[config.mk]
export PLATFORM = sky130hd
export DESIGN_NAME = mem_bus_arbiter
export DESIGN_NICKNAME = d
export VERILOG_FILES = /design/src/rtl/mem_bus_arbiter.sv
export SDC_FILE = /design/constraint.sdc
export NUM_CORES = 1
export LEC_CHECK = 0
export BUFFER_PORTS_ARGS = -buffer_cell sky130_fd_sc_hd__buf_2
export CAP_MARGIN = 20
export CELL_PAD_IN_SITES_DETAIL_PLACEMENT = 2
export CELL_PAD_IN_SITES_GLOBAL_PLACEMENT = 2
export CORE_ASPECT_RATIO = 0.5
export CORE_MARGIN = 4
export CORE_UTILIZATION = 17
export CTS_BUF_LIST = sky130_fd_sc_hd__clkbuf_8
export CTS_CLUSTER_SIZE = 14
export DETAILED_ROUTE_END_ITERATION = 8
export PLACE_DENSITY = 0.94
export SYNTH_ARGS = -nofsm -noshare
export SYNTH_HDL_FRONTEND = slang
export SYNTH_SLANG_ARGS = --single-unit
[constraint.sdc]
create_clock -name clk -period 1.55 [get_ports clk]
set_clock_uncertainty 0.1 [all_clocks]
set_input_delay 0 -clock clk [delete_from_list [all_inputs] [get_ports clk]]
set_output_delay 0 -clock clk [all_outputs]
set_load 0.03 [all_outputs]
[src/rtl/mem_bus_arbiter.sv]
// ============================================================================
//  Module      : mem_bus_arbiter
//  Description : Round-robin burst arbiter sharing one memory port between the
//                instruction-refill (I) and data-cache (D) paths.
//  Revision    : 1.0  initial release
// ============================================================================
`default_nettype none

module mem_bus_arbiter #(
    parameter int DATA_WIDTH = 32,
    parameter int ADDR_WIDTH = 32,
    parameter int BURST_LEN  = 4
) (
    input  logic                  clk,
    input  logic                  rst,
    input  logic                  i_req,
    input  logic [ADDR_WIDTH-1:0] i_addr,
    output logic                  i_gnt,
    output logic                  i_rvalid,
    output logic [DATA_WIDTH-1:0] i_rdata,
    output logic                  i_done,
    input  logic                  d_req,
    input  logic                  d_we,
    input  logic [ADDR_WIDTH-1:0] d_addr,
    input  logic [DATA_WIDTH-1:0] d_wdata,
    output logic                  d_gnt,
    output logic                  d_rvalid,
    output logic [DATA_WIDTH-1:0] d_rdata,
    output logic                  d_wready,
    output logic                  d_done,
    output logic                  mem_req,
    output logic                  mem_we,
    output logic [ADDR_WIDTH-1:0] mem_addr,
    output logic [DATA_WIDTH-1:0] mem_wdata,
    input  logic                  mem_ack,
    input  logic [DATA_WIDTH-1:0] mem_rdata
);

    localparam int BEAT_W   = (BURST_LEN > 1) ? $clog2(BURST_LEN) : 1;
    localparam int STRIDE   = DATA_WIDTH / 8;
    localparam int OFF_BITS = $clog2(BURST_LEN * STRIDE);

    localparam logic [ADDR_WIDTH-1:0] ALIGN_MASK = {ADDR_WIDTH{1'b1}} << OFF_BITS;
    localparam logic [ADDR_WIDTH-1:0] STRIDE_A   = ADDR_WIDTH'(STRIDE);
    localparam logic [BEAT_W-1:0]     LAST_BEAT  = BEAT_W'(BURST_LEN - 1);

    typedef enum logic [0:0] {
        IDLE  = 1'b0,
        BURST = 1'b1
    } state_t;

    state_t                state;
    logic [BEAT_W-1:0]     beat;
    logic [ADDR_WIDTH-1:0] base_addr;
    logic                  last_served_d;
    logic                  pick_d;
    logic                  bursting;
    logic                  beat_ack;
    logic                  last_beat;

    // D wins only when alone or when I was the side served most recently
    assign pick_d    = d_req & (~i_req | ~last_served_d);
    assign bursting  = (state == BURST);
    assign beat_ack  = bursting & mem_ack;
    assign last_beat = (beat == LAST_BEAT);

    always_ff @(posedge clk) begin
        if (!rst) begin
            state         <= IDLE;
            beat          <= '0;
            base_addr     <= '0;
            last_served_d <= 1'b1;
            i_gnt         <= 1'b0;
            d_gnt         <= 1'b0;
            mem_req       <= 1'b0;
            mem_we        <= 1'b0;
        end else begin
            case (state)
                IDLE: begin
                    if (i_req | d_req) begin
                        state         <= BURST;
                        beat          <= '0;
                        base_addr     <= (pick_d ? d_addr : i_addr) & ALIGN_MASK;
                        last_served_d <= pick_d;
                        i_gnt         <= ~pick_d;
                        d_gnt         <= pick_d;
                        mem_req       <= 1'b1;
                        mem_we        <= pick_d & d_we;
                    end
                end
                BURST: begin
                    if (mem_ack) begin
                        if (last_beat) begin
                            state   <= IDLE;
                            beat    <= '0;
                            i_gnt   <= 1'b0;
                            d_gnt   <= 1'b0;
                            mem_req <= 1'b0;
                            mem_we  <= 1'b0;
                        end else begin
                            beat <= beat + 1'b1;
                        end
                    end
                end
                default: state <= IDLE;
            endcase
        end
    end

    // mem_we doubles as the latched write flag for the granted burst
    assign mem_addr  = bursting ? (base_addr + ADDR_WIDTH'(beat) * STRIDE_A) : '0;
    assign mem_wdata = (d_gnt & mem_we) ? d_wdata : '0;

    assign i_rvalid  = beat_ack & i_gnt;
    assign i_done    = beat_ack & i_gnt & last_beat;
    assign i_rdata   = i_rvalid ? mem_rdata : '0;

    assign d_rvalid  = beat_ack & d_gnt & ~mem_we;
    assign d_wready  = beat_ack & d_gnt & mem_we;
    assign d_done    = beat_ack & d_gnt & last_beat;
    assign d_rdata   = d_rvalid ? mem_rdata : '0;

endmodule

`default_nettype wire
==> qor.yml <==
setup_path:
  end_kind: "output pin"
  cpMaxStageDelayCell: "dfxtp_4"
  max_stage_delay_ns: 0.40
  worst-path-stages: 6
  path_buf_inv: 3
  cpLargestDelayFamily: "buffers and inverters"
  criticalPathCategory: "reg -> out"
  cp-start-kind: "flop"
  crit_chain: "nand2_4, nor3_4, buf_12, clkbuf_16, and2_4, buf_6"
  cp.arrival_ns: 1.58
  crit_fanout: 8
  critPathRequiredTime_ns: 1.45
  r2r_cells: 5
timing:
  finalHoldViolations: 0
  holdWs_ns: 0.105
  fmax_ghz: 0.595
  finalCritPeriodShare_pct: 108
  fin_crit_ns: 1.68
  rsz0062_at_grt: "yes"
  maxSlewViolCount: 0
  post-route-worst-setup-slack_ns: -0.130
  setup_viol_count_final: 67
finish:
  drive_gt1_share_pct: 54.8
  design_area_um2: 5690
  fin_cells: 871
  area.sequential_um2: 729
  nFillCells: 1667
  multi_input_area_um2: 1810
  fin_nets: 805
  area_growth_pct: 114
synth:
  synth_ff_type: "dfxtp_1"
  yosysMostFrequentCell: "and2_1"
  ys_ff_latch: 36
  syn_area_per_cell_um2: 7.56
  synth_top_area_share_pct: 27.1
  synthArstFlopShare_pct: 0
  synth_common_cells: "and2_1, nand3_1, dfxtp_1"
  synth.distinct_cells: 31
  synth_area_um2: 2660
  ys_warn_count: 0
  synthCells: 352
  synth_edf_count: 0
  synthTopCellsByArea: "dfxtp_1, and2_1, nand3_1, and3_1, nand4_1"
  synth_top_cell_by_area: "dfxtp_1"
  seq_area_frac_synth_pct: 27.1
clock_tree:
  clk_latency_ns: 0.31
  cts_max_level: 2
  clock_sinks: 36
  cts_buffers: 5
  clk_pin_slew_ns: 0.11
  cts.root.buffer_cell: "clkbuf_8"
  cts_tree: "built"
  clockBufferDepth: 2
drt:
  drt-initial-drc-count: 160
  final_antenna_net_count: 0
  wl_per_cell_um: 24.6
  totalWireLength_um: 21500
  dr.pass1.iters: 4
  vias: 4238
  post_drt_via_cell_ratio: 4.87
  drc: 0
power_and_ir_drop:
  irDropWorstVdd_uv: 416
  p_leak_nw: 2.97
  power_density_nw_per_um2: 538
grt:
  grt_max_degree: 36
  overflow: 0
  antenna_found_initial: 1
  grt_pass1_vias: 4764
  grtUsageTotal_pct: 20.5
  grt_pass1_wl_um: 28500
flow_run:
  maxCapViolCount: 0
floorplanning:
  dieArea_um2: 17800
  die_y_um: 96.5
  pin_count: 271
  core_region_area_um2: 14900
  die_w_um: 185
  start_util_pct: 17.9
  rows: 31
placed_design:
  gp_congestion: 0.763
  pre_cts_ws_ns: 0.0710
  portBuffers: 260
  place_inst: 787
  hpwl_um: 11500
  placed_area_um2: 4150
status:
  outcome: "finished, violations left"
  violations: "negative setup slack"
min_path:
  holdPathStages: 3
  hold_path.class: "in -> reg"
-- logic make-up (layout without fill, tap and decap cells) --
kind of cell | Yosys count | after routing | share of synthesized area (%)
AOI/OAI and AO/OA | 10 | 11 | 3.43
adders and majority gates | 1 | 1 | 0.470
buffers and inverters | 45 | 362 | 10.3
DFF | 36 | 36 | 27.1
other | 1 | 4 | 0.141
and+or+nand+nor | 259 | 259 | 58.6
-- power by group --
part	internal [mW]	total (mW)	switching, mW
combinational	0.482	1.09	0.604
sequential	0.998	1.06	0.0569
clock	0.478	0.921	0.442
total	1.96	3.06	1.10
-- layout by cell type (no fill, tap or decap), drive strengths merged --
master,synthesis,routed
nor2,2,2
and2b,1,1
o21bai,1,2
nand2b,1,1
o311ai,1,1
and2,95,95
clkinvlp,0,1
clkinv,0,1
o311a,1,1
ha,1,1
o2bb2ai,2,2
and3,34,34
conb,1,2
nor2b,1,1
nand2,7,7
a41o,1,1
dfxtp,36,36
nor3,1,1
dlygate4sd3,0,60
clkbuf,14,11
buf,28,285
nand4,28,28
nand3,87,87
diode,0,2
nor4bb,1,1
o21ai,1,1
bufinv,0,1
and3b,1,1
inv,3,3
a31oi,1,1
a21boi,2,2
-- registers in the layout, indices dropped and copies added (netlist names) --
signal,flops
base_addr,28
beat,2
bursting,1
d_gnt,1
i_gnt,1
last_served_d,1
mem_req,1
mem_we,1
-- layer usage --
metal  global-route usage [%]  routed length (um)  part of all wire [%]
met1                     22.0                8070                    38
met3                     3.59                 943                   4.4
met2                     41.1               11900                    55
met4                     6.72                 542                   2.5
met5                        0                   0                     0
-- through the flow --
step | util [%] | setup TNS (ns) | total power, mW
after floorplan | - | 0 | 1.48
after global placement | 27.9 | 0 | 1.79
after detailed placement | 27.9 | 0 | 1.83
after CTS | 37.0 | -3.56 | 2.89
after global routing | 38.2 | -10.77 | 3.18
final | 38.2 | -6.68 | 3.06
-- worst reg2reg max path: stages (launching register included) --
cell     delay (ns)
dfxtp_4        0.40
buf_4          0.21
and3b_2        0.26
buf_12         0.17
nand3_1        0.17
nand3_1        0.12
-- area by class of cell --
type                       instances  share of cell area [%]
clock buffer                       5                    1.21
sequential                        36                    12.8
multi-input combinational        273                    31.9
timing repair buffer             351                    48.7
inverter                           3                   0.198
tap                              198                    4.35
clock inverter                     3                   0.748
antenna                            2                  0.0880
-- timing repair --
action,in CTS,in global routing
setup endpoints to repair,70,102
setup buffers,4,6
resized for setup,167,38
hold buffers,60,0
cloned,4,4
pin swaps,10,24
hold endpoints to repair,32,0
-- final timing paths --
| check | start | end | slack (ns) |
|---|---|---|---|
| min | mem_ack | bursting | 0.10 |
| min reg2reg | base_addr[30] | base_addr[30] | 0.39 |
| max | bursting | d_rdata[26] | -0.13 |
| max reg2reg | bursting | base_addr[8] | -0.03 |
(Power assumes the default switching activity.)
